### src/rtl/rotleft_seq_if.sv
// Request/result handshake bundle for the iterative rotate-left engine.
// The engine sits on the slave side; the producer/consumer sits on the master side.
interface rotleft_seq_if #(
   parameter int WIDTH = 32
);
   localparam int AW = $clog2(WIDTH);

   logic             in_valid;
   logic             in_ready;
   logic [WIDTH-1:0] in_data;
   logic [AW-1:0]    in_amt;
   logic             out_valid;
   logic             out_ready;
   logic [WIDTH-1:0] out_data;

   modport master (
      output in_valid, in_data, in_amt, out_ready,
      input  in_ready, out_valid, out_data
   );

   modport slave (
      input  in_valid, in_data, in_amt, out_ready,
      output in_ready, out_valid, out_data
   );
endinterface

### src/rtl/rotleft_seq.sv
// Iterative rotate-left engine: rotates a word left by a run-time amount,
// at most STEP bit positions per clock, and returns it over valid/ready.
module rotleft_seq #(
   parameter int WIDTH = 32,
   parameter int STEP  = 1
) (
   input  logic         clk,
   input  logic         rst,
   rotleft_seq_if.slave bus,
   output logic         busy
);
   localparam int AW = $clog2(WIDTH);
   localparam logic [AW:0] STEP_W  = (AW+1)'(STEP);
   localparam logic [AW:0] WIDTH_W = (AW+1)'(WIDTH);

   typedef enum logic [1:0] {
      IDLE = 2'd0,
      BUSY = 2'd1,
      DONE = 2'd2
   } state_t;

   state_t           state;
   logic [WIDTH-1:0] data_q;
   logic [AW:0]      rem_q;
   logic             in_ready_q;
   logic             out_valid_q;
   logic             busy_q;

   logic [AW:0]      step_amt;
   logic [AW:0]      rem_next;
   logic [WIDTH-1:0] rot_data;

   // A zero step shifts right by WIDTH, which yields zero, so rot_data == data_q.
   always_comb begin
      step_amt = (rem_q < STEP_W) ? rem_q : STEP_W;
      rem_next = rem_q - step_amt;
      rot_data = (data_q << step_amt) | (data_q >> (WIDTH_W - step_amt));
   end

   always_ff @(posedge clk or posedge rst) begin
      if (rst) begin
         state       <= IDLE;
         data_q      <= '0;
         rem_q       <= '0;
         in_ready_q  <= 1'b1;
         out_valid_q <= 1'b0;
         busy_q      <= 1'b0;
      end else begin
         unique case (state)
            IDLE: begin
               if (bus.in_valid) begin
                  data_q     <= bus.in_data;
                  rem_q      <= {1'b0, bus.in_amt};
                  in_ready_q <= 1'b0;
                  busy_q     <= 1'b1;
                  if (bus.in_amt == '0) begin
                     state       <= DONE;
                     out_valid_q <= 1'b1;
                  end else begin
                     state <= BUSY;
                  end
               end
            end
            BUSY: begin
               data_q <= rot_data;
               rem_q  <= rem_next;
               if (rem_next == '0) begin
                  state       <= DONE;
                  out_valid_q <= 1'b1;
               end
            end
            DONE: begin
               if (bus.out_ready) begin
                  state       <= IDLE;
                  out_valid_q <= 1'b0;
                  in_ready_q  <= 1'b1;
                  busy_q      <= 1'b0;
               end
            end
            default: begin
               state       <= IDLE;
               in_ready_q  <= 1'b1;
               out_valid_q <= 1'b0;
               busy_q      <= 1'b0;
            end
         endcase
      end
   end

   assign bus.in_ready  = in_ready_q;
   assign bus.out_valid = out_valid_q;
   assign bus.out_data  = data_q;
   assign busy          = busy_q;

   // Handshake protocol properties: results persist under backpressure.
   a_hold_valid : assert property (@(posedge clk) disable iff (rst)
      (out_valid_q && !bus.out_ready) |=> out_valid_q);
   a_hold_data : assert property (@(posedge clk) disable iff (rst)
      (out_valid_q && !bus.out_ready) |=> $stable(data_q));
   a_exclusive : assert property (@(posedge clk) disable iff (rst)
      !(in_ready_q && out_valid_q));
endmodule

### src/flat_wrapper.sv
// flat-port wrapper written by rule: the top's interface ports become plain ports
module rotleft_seq_flat 
#(
   parameter int WIDTH = 32,
   parameter int STEP  = 1
)
  (clk, rst, busy, bus_in_valid, bus_in_data, bus_in_amt, bus_out_ready, bus_in_ready, bus_out_valid, bus_out_data);
  rotleft_seq_if #(.WIDTH(WIDTH)) bus_i ();
  input  logic clk;
  input  logic rst;
  output logic busy;
  input wire logic [$bits(bus_i.in_valid)-1:0] bus_in_valid;
  input wire logic [$bits(bus_i.in_data)-1:0] bus_in_data;
  input wire logic [$bits(bus_i.in_amt)-1:0] bus_in_amt;
  input wire logic [$bits(bus_i.out_ready)-1:0] bus_out_ready;
  output wire logic [$bits(bus_i.in_ready)-1:0] bus_in_ready;
  output wire logic [$bits(bus_i.out_valid)-1:0] bus_out_valid;
  output wire logic [$bits(bus_i.out_data)-1:0] bus_out_data;
  assign bus_i.in_valid = bus_in_valid;
  assign bus_i.in_data = bus_in_data;
  assign bus_i.in_amt = bus_in_amt;
  assign bus_i.out_ready = bus_out_ready;
  assign bus_in_ready = bus_i.in_ready;
  assign bus_out_valid = bus_i.out_valid;
  assign bus_out_data = bus_i.out_data;
  rotleft_seq #(.WIDTH(WIDTH), .STEP(STEP)) u_core (.clk(clk), .rst(rst), .bus(bus_i), .busy(busy));
endmodule
### config.mk
export PLATFORM = sky130hd
export DESIGN_NAME = rotleft_seq_flat
export DESIGN_NICKNAME = d
export VERILOG_FILES = /design/src/rtl/rotleft_seq_if.sv /design/src/rtl/rotleft_seq.sv /design/src/flat_wrapper.sv
export SDC_FILE = /design/constraint.sdc
export NUM_CORES = 1
export LEC_CHECK = 0
export CAP_MARGIN = 20
export CORE_ASPECT_RATIO = 1.4
export CORE_MARGIN = 4
export CORE_UTILIZATION = 44
export DETAILED_ROUTE_END_ITERATION = 8
export GPL_TIMING_DRIVEN = 0
export PLACE_DENSITY = 0.74
export SYNTH_ARGS = -nofsm -noshare
export SYNTH_HDL_FRONTEND = slang
export SYNTH_SLANG_ARGS = --single-unit
### constraint.sdc
create_clock -name clk -period 6.7 [get_ports clk]
set_clock_uncertainty 0.15 [all_clocks]
set_input_delay 1.005 -clock clk [delete_from_list [all_inputs] [get_ports clk]]
set_output_delay 1.005 -clock clk [all_outputs]
set_load 0.05 [all_outputs]
==> Word-level counts from Yosys, hierarchy flattened <==
Cells that the tools add are included.
{ "totals": {"ff_bits": 43, "latch_bits": 0, "mem_bits_rw": 0, "mem_bits_ro": 0, "in_bits": 41, "out_inout_bits": 35, "elab_cells": 47, "mem_count": 0} }
{ "op_classes": {"add_sub_neg": 2, "multipliers": 0, "div": 0, "order_cmp": 1, "eq_ne": 6, "shift": 2, "n_mux": 20, "n_bitwise": 2, "n_reduce_logical": 8} }
{ "op_table": {"columns": ["cell", "count"], "rows": [
  ["$pmux 32 s2", 1],
  ["$mux 32", 1],
  ["$or 32x32->32", 1],
  ["$shl 32x6->32", 1],
  ["$shr 32x6->32", 1],
  ["$mux 6", 2],
  ["$pmux 6 s2", 1],
  ["$pmux 1 s3", 3],
  ["$mux 2", 4],
  ["$mux 1", 7],
  ["$logic_not 6->1", 1],
  ["$lt 6x1->1 const B", 1],
  ["$pmux 2 s3", 1],
  ["$reduce_and 3->1", 2],
  ["$sub 6x6->6", 1],
  ["$sub 6x6->6 const A", 1],
  ["$logic_not 5->1", 1],
  ["$ne 2x1->1 const B", 2],
  ["$ne 2x2->1 const B", 2],
  ["$reduce_and 4->1", 1],
  ["$eq 2x1->1 const B", 1],
  ["$eq 2x2->1 const B", 1],
  ["$logic_not 2->1", 1],
  ["$reduce_and 2->1", 1],
  ["2 further kinds", 2]
]} }

==> Longest topological paths before layout <==
Gate-level depths: netlist of run 1.
{ "depth": {"word_depth": 6, "depth_mapped": 12, "depth_no_buf": 8} }

==> Least setup slack after synthesis of run 1 <==
OpenSTA, ideal clock, no wires.
{ "synth_timing": {"kind": "register to register", "start": "register u_core.rem_q[2]", "end": "register u_core.data_q[1], in the netlist u_core.bus.out_data[1]", "setup_ns": 0.137, "t_arrival_ns": 2.615, "t_required_ns": 6.413, "slack_ns": 3.797, "path_stages_with_launch": 13, "path_buffers": 4, "synth_period_minus_slack_ns": 2.903, "cell_sequence": "dfrtp_1 > buf_6 > nor4_4 > nand2_2 > inv_2 > buf_2 > ha_1 > buf_1 > buf_2 > a311oi_1 > o21ai_0 > mux2i_1 > a21oi_1"} }
{ "synth_between": {"elab_chain_len": 6, "elab_cells_between_ends": 7, "cone_classes": "add/sub: 1; order compare: 1; shift: 2; mux: 2; bitwise: 1"} }
{ "synth_lines": {"columns": ["item", "line_no", "rtl"], "rows": [
  ["start, declared", "rotleft_seq.sv:24", "logic [AW:0] rem_q;"],
  ["start signal, assigned", "rotleft_seq.sv:53", "rem_q <= {1'b0, bus.in_amt};"],
  ["start signal, assigned", "rotleft_seq.sv:66", "rem_q <= rem_next;"],
  ["$lt 6x1->1", "rotleft_seq.sv:35", "step_amt = (rem_q < STEP_W) ? rem_q : STEP_W;"],
  ["$mux 6 (*)", "rotleft_seq.sv:35", null],
  ["$sub 6x6->6", "rotleft_seq.sv:37", "rot_data = (data_q << step_amt) | (data_q >> (WIDTH_W - step_amt));"],
  ["$shr 32x6->32", "rotleft_seq.sv:37", null],
  ["$or 32x32->32 (*)", "rotleft_seq.sv:37", null],
  ["$pmux 32 s2 (*)", "rotleft_seq.sv:49", "unique case (state)"],
  ["end signal, assigned", "rotleft_seq.sv:52", "data_q <= bus.in_data;"],
  ["end signal, assigned", "rotleft_seq.sv:65", "data_q <= rot_data;"],
  ["end, declared", "rotleft_seq.sv:23", "logic [WIDTH-1:0] data_q;"]
]} }
Mark *: on every way between the ends. The rest lies on a longest branch, timed or not.
A chain may end at the register's enable or synchronous reset.

==> Worst setup path after layout of run 1 <==
{ "layout_timing": {"start": "register u_core.rem_q[4]", "end": "register u_core.data_q[1], in the netlist u_core.bus.out_data[1]"} }
The elaborated chain is that of the path after synthesis.

==> run metrics, run 1 <==
static leakage=1.49 nW; Non-Filler Instances=462; Filler Cells Inserted=576; fin crit share=0.539; die area=0.00782 sq mm; RePlAce Congestion=0.971; power per standard cell area=541 mW/mm^2; clock sinks=43; CTS tree=built; first-pass GRT wire length=15200 um; largest net degree at the start of global routing=25; largest family of logic cells by synthesized area=compound AO/OA/AOI/OAI gates; Unique masters post-synth=56; asr flop ratio synth=1.00; Highest Clock Rate=0.277 GHz; Design Area, Final=0.00380 sq mm; via count=2963; register area share after synthesis=0.379; top-area cell type share of the netlist area=0.370; row cnt=34; Compound-Gate Fraction of Synth Area=0.361; nets@finish=432; Yosys warnings=0; Congestion Overflow GR=0; die width=75.9 um; Clock Root Buffer=clkbuf_8; CTS Buffer Depth=2; crit path DAT=3630 ps; slew margin rel.=0.499; Slew Limit Fails=0; postcts setup bufs=0; Synth-to-Final Area Change=33.8%; synthesized area per cell=9.25 sq um; placed cell count=454; clock-pin slew on the worst setup and hold paths=80 ps; dpl cell area=0.00370 sq mm; Met1 Wirelength=3840 um; DRT Wirelength=9800 um; I/O Pins=76; H-tree lvl count=2; area share of and/or/nand/nor cells after synthesis=0.117; Fin Hold WS=363 ps; dpl hpwl=7380 um; Max IR drop VDD=0.237 mV; wire length per cell=21.2 um; Synth area leaders=dfrtp_1 37%, a21oi_1 5.6%, o22ai_1 4.0%; DIE HEIGHT=103 um; synth cell count leaders=42 x dfrtp_1, 32 x a21oi_1, 18 x clkbuf_1, 18 x o22ai_1, 14 x o21ai_0; Final Hold Vio Count=0; Post-synth EDFFs=0; GRT Util Overall=0.259; cts-stage hold buffer count=0; Yosys top cell by area=dfrtp_1; met2 WL=4780 um; actual slew at the worst max-slew pin=752 ps; DRC Markers=0; startpoint types=flop; cell with the most instances after synthesis=dfrtp_1; Vias/cell=6.41; adder-cell share of the synthesized area=0.00881; Most used DFF post-synth=dfrtp_1; crit path max fanout=10; Skew-Pair Late Insertion Delay=300 ps; effective utilization at floorplan=0.454; initial antenna violation count=0; cell area after synthesis=0.00284 sq mm; xor/xnor share of the synthesized area=0; Final Setup Violations=0; DRT antenna net count=0; proportion of layout cells with a drive suffix above 1=0.0897; min-delay worst type=flop to flop; post-layout minimum cycle time=3610 ps; TNS Setup=0 ps; met3 WL=621 um; uppermost layer routed=met4; Crit. End Element=flop; number of synthesized register bits=43; 1st-iter DRT viols=244; core area=0.00625 sq mm; vias in the first global route=2861; # port buffers=74; Resized cells post-CTS=0; status=complete, no violations; Initial DRT Pass Iterations=5; WP data required=6720 ps; number of CTS-inserted buffers=5; Post-Syn Instances=307; Setup CP Type=flop to flop; Max-Cap Viols=0; RSZ-0062 raised after global routing=no; post-synthesis mux area share=0.0705; antenna cells=0; syn_nets=350
## worst max-delay path: stages, from the launching register on
cell and delay [ps]:
dfrtp_1 360, clkbuf_1 180, nor2_1 530, nand2_2 240, inv_2 190, buf_2 260
ha_1 290, buf_1 280, buf_2 310, a311oi_1 280, o21ai_0 140, mux2i_1 170
a21oi_1 80
## cell type report
type / instances / area [sq um] / share of cell area
well taps: 72 / 90.1 / 0.0237
inverters: 14 / 52.6 / 0.0138
clock buffers: 8 / 100 / 0.0264
repair buffers: 75 / 768 / 0.202
flip-flops and latches: 43 / 1080 / 0.284
plain buffers: 26 / 124 / 0.0326
multi-input cells: 224 / 1590 / 0.417
## kinds of logic after synthesis
| logic type | after synthesis |
|---|---|
| flops | 43 |
| buf+inv | 40 |
| other cells | 1 |
| simple gates | 60 |
| fa+ha+maj | 2 |
| mux | 18 |
| compound gates | 143 |
## registers in the layout, indices dropped and copies added, names as in the netlist
| signal | flops |
|---|---|
| u_core.busy | 1 |
| u_core.bus.in_ready | 1 |
| u_core.rem_q | 6 |
| u_core.bus.out_valid | 1 |
| u_core.state | 2 |
| u_core.bus.out_data | 32 |
## routing by layer
layer	vias to the layer above	track usage
li1	1363	-
met1	1405	0.321
met2	149	0.427
met3	46	0.0351
met4	0	0.139
met5	-	0
## metrics by stage
stage / util / power (mW) / worst slack, ps
4_1_cts: 0.607 / 2.05 / 3120
3_3_place_gp: 0.587 / 1.85 / 3200
2_1_floorplan: - / 1.43 / 3800
3_5_place_dp: 0.591 / 1.86 / 3160
6_report: 0.607 / 2.06 / 3090
5_1_grt: 0.607 / 2.18 / 2790
## worst paths after layout
check                           slack (ps)                                 end                       startpoint  cells past startpoint
max in group asynchronous             4960     u_core.bus.in_ready$_DFFE_PP1P_                              rst                      3
worst min register to register         360     u_core.bus.in_ready$_DFFE_PP1P_  u_core.bus.in_ready$_DFFE_PP1P_                      2
worst max register to register        3090  u_core.bus.out_data[1]$_DFFE_PP0P_      u_core.rem_q[4]$_DFFE_PP0P_                     12
worst min-delay path                   360     u_core.bus.in_ready$_DFFE_PP1P_  u_core.bus.in_ready$_DFFE_PP1P_                      2
worst max-delay path                  3090  u_core.bus.out_data[1]$_DFFE_PP0P_      u_core.rem_q[4]$_DFFE_PP0P_                     12
min in group asynchronous              890             u_core.busy$_DFFE_PP0P_                              rst                      2
## placed cells by master (no fill, tap or decap), types with 2 or more instances in the layout
master / count
nand2b_1: 4
a31oi_1: 9
o221a_2: 3
and3_1: 2
buf_6: 3
o22a_1: 10
nor2_1: 11
o21a_1: 5
a311oi_1: 2
inv_1: 11
inv_2: 2
a211o_1: 3
a2bb2oi_1: 6
o31ai_1: 2
dfrtp_1: 42
nand2_1: 11
mux2_2: 6
clkbuf_8: 7
clkbuf_1: 19
buf_1: 2
o211ai_1: 2
a221o_1: 7
o22ai_1: 18
clkdlybuf4s50_1: 74
buf_2: 3
nor2b_1: 11
o2bb2ai_1: 4
o21ai_0: 14
a22oi_1: 2
ha_1: 2
nor3b_1: 2
nand2_2: 2
a21oi_1: 32
a221oi_1: 12
mux2i_1: 11
nor3_1: 4
a22o_1: 2
nand3_1: 7
## power breakdown
part	internal, mW	switching [mW]	leakage (nW)
Clock	0.0942	0.0911	0.0515
Combinational	0.501	0.785	0.947
Sequential	0.386	0.198	0.489
Power figures use the tool's default switching activity.
==> inputs of run 2 (changes only) <==
Clock period 6.7 ns to 3.35 ns, I/O delays scaled along.
==> run 2 against run 1 <==
- worst setup slack worse by 2900 ps
- highest routed layer unchanged
- final area up 1.3%
- routed wire length up 0.51%
- global-route usage up 0.14 points
- utilization up 0.78 points
- via count up 1.0%
- critical endpoint unchanged
- critical path depth unchanged
==> run metrics, run 2 (synthesis results as in run 1) <==
RePlAce Congestion=0.971 (unchanged); Synth-to-Final Area Change=35.5%; startpoint types=flop; clock-pin slew on the worst setup and hold paths=80 ps (about the same); crit path max fanout=10 (unchanged); initial antenna violation count=0 (unchanged); proportion of layout cells with a drive suffix above 1=0.106 (+0.0166); DIE HEIGHT=103 um (unchanged); final setup margin=213 ps (-2870 ps); r2r endpoint=u_core.bus.out_data[1]$_DFFE_PP0P_; Initial DRT Pass Iterations=5 (unchanged); Final Hold Vio Count=0 (unchanged); crit path DAT=3150 ps (-480 ps); nets@finish=437 (+1.2%); met2 WL=4760 um (-0.50%); first-pass GRT wire length=15300 um (+0.45%); static leakage=1.52 nW (+1.9%); WP data required=3370 ps (-3350 ps); die width=75.9 um (unchanged); TNS Setup=0 ps (unchanged); worst-case register-to-register setup slack=210 ps (-2870 ps); reg2reg start=u_core.rem_q[1]$_DFFE_PP0P_; post-layout minimum cycle time=3140 ps (-477 ps); CTS Buffer Depth=2 (unchanged); core area=0.00625 sq mm (unchanged); dpl hpwl=7380 um (unchanged); worst-case reg-to-reg path depth=12 (unchanged); Max-Cap Viols=0 (unchanged); DRC Markers=0 (unchanged); dpl cell area=0.00370 sq mm (unchanged); fin crit share=0.936 (+0.397); Vias/cell=6.41 (about the same); commonest cells after routing, fill and taps aside=74 x clkdlybuf4s50_1, 42 x dfrtp_1, 32 x a21oi_1; number of CTS-inserted buffers=5 (unchanged); most common library cell in the layout ignoring fill and taps=clkdlybuf4s50_1; vias in the first global route=2903 (+1.5%); CTS tree=built; effective utilization at floorplan=0.454 (unchanged); Highest Clock Rate=0.319 GHz (+15%); Setup CP Type=flop to flop; antenna cells=0 (unchanged); via count=2993 (+1.0%); met3 WL=601 um (-3.2%); Max IR drop VDD=0.447 mV (+89%); wire length per cell=21.1 um (-0.57%); Congestion Overflow GR=0 (unchanged); largest net degree at the start of global routing=25 (unchanged); max FFs per register=32 (unchanged); Crit. End Element=flop; slew margin rel.=0.501 (+0.00278); DRT Wirelength=9850 um (+0.51%); Skew-Pair Late Insertion Delay=300 ps (about the same); I/O Pins=76 (unchanged); HP Start=u_core.bus.in_ready$_DFFE_PP1P_; worst hold stages=2 (unchanged); clock sinks=43 (unchanged); # port buffers=74 (unchanged); GRT Util Overall=0.261 (+0.00138); DRT antenna net count=0 (unchanged); actual slew at the worst max-slew pin=748 ps (-4.16 ps); min-delay worst type=flop to flop; uppermost layer routed=met4; row cnt=34 (unchanged); die area=0.00782 sq mm (unchanged); Final Setup Violations=0 (unchanged); Met1 Wirelength=3930 um (+2.2%); Design Area, Final=0.00385 sq mm (+1.3%); cts-stage hold buffer count=0 (unchanged); H-tree lvl count=2 (unchanged); pre-CTS setup slack=-188 ps (-3350 ps); Slew Limit Fails=0 (unchanged); Clock Root Buffer=clkbuf_8; 1st-iter DRT viols=309 (+27%); status=complete, no violations; hold worst-path end=u_core.bus.in_ready$_DFFE_PP1P_; power per standard cell area=1080 mW/mm^2 (+100%)
## run 2: layout make-up
| class | instances | area (sq um) |
|---|---|---|
| fill | 572 | 2410 |
| multi-input combinational | 224 | 1590 |
| sequential | 43 | 1080 |
| timing repair buffer | 80 | 806 |
| buffer | 26 | 128 |
| clock buffer | 8 | 100 |
| tap | 72 | 90.1 |
| inverter | 14 | 52.6 |
## run 2: routing by layer
layer  GRT usage  up-vias
met5           0        -
met4       0.143        0
met3      0.0351       50
met2       0.429      143
met1       0.322     1425
li1            -     1375
## run 2: timing repair
action / in CTS / in global routing
endpoints found under the setup margin: 9 / 12
hold endpoints to repair: 0 / 0
resized for setup: 2 / 2
cloned: 0 / 0
pin swaps: 1 / 1
buffers inserted: 1 / 4
## run 2: how the worst max path moves through the flow
stage                                startpoint                                  end  slack [ps]
floorplan           u_core.rem_q[2]$_DFFE_PP0P_   u_core.bus.out_data[1]$_DFFE_PP0P_         450
global placement    u_core.rem_q[4]$_DFFE_PP0P_   u_core.bus.out_data[1]$_DFFE_PP0P_        -150
detailed placement  u_core.rem_q[4]$_DFFE_PP0P_   u_core.bus.out_data[1]$_DFFE_PP0P_        -190
CTS                 u_core.rem_q[4]$_DFFE_PP0P_  u_core.bus.out_data[18]$_DFFE_PP0P_          30
global route        u_core.rem_q[1]$_DFFE_PP0P_   u_core.bus.out_data[1]$_DFFE_PP0P_          -2
finish              u_core.rem_q[1]$_DFFE_PP0P_   u_core.bus.out_data[1]$_DFFE_PP0P_         210
## run 2: stage by stage
| stage | power (mW) | std cells | util | hold WS [ps] |
|---|---|---|---|---|
| 6_report | 4.16 | 467 | 0.615 | 361 |
| 2_1_floorplan | 2.85 | 307 | - | 377 |
| 5_1_grt | 4.41 | 467 | 0.615 | 395 |
| 3_3_place_gp | 3.69 | 453 | 0.587 | 344 |
| 4_1_cts | 4.12 | 463 | 0.610 | 369 |
| 3_5_place_dp | 3.72 | 454 | 0.591 | 355 |
## run 2: critical path, cell delays in order, from the launching register on
cell and delay, ps:
dfrtp_1 360, buf_2 170, nor4_4 310, nand2_2 170, inv_2 160, clkbuf_4 240
ha_1 270, clkbuf_2 230, buf_2 270, a311oi_1 280, o21ai_0 140, mux2i_1 170
a21oi_1 80
## run 2: power breakdown
| group | leakage [nW] | switching [mW] | total (mW) | internal (mW) |
|---|---|---|---|---|
| combinational | 0.975 | 1.58 | 2.62 | 1.04 |
| sequential | 0.489 | 0.399 | 1.17 | 0.772 |
| clock | 0.0515 | 0.182 | 0.371 | 0.188 |
==> inputs of run 3 (changes only) <==
==> constraint.sdc (replaced) <==
create_clock -name clk -period 3.35 [get_ports clk]
set_clock_uncertainty 0.15 [all_clocks]
set_input_delay 0.335 -clock clk [delete_from_list [all_inputs] [get_ports clk]]
set_output_delay 0.335 -clock clk [all_outputs]
set_load 0.05 [all_outputs]
==> results of run 3 <==
Same layout as run 2 (identical final DEF). Status: complete, no violations.
Main changes from that run: hold slack 361 ps -> 218 ps
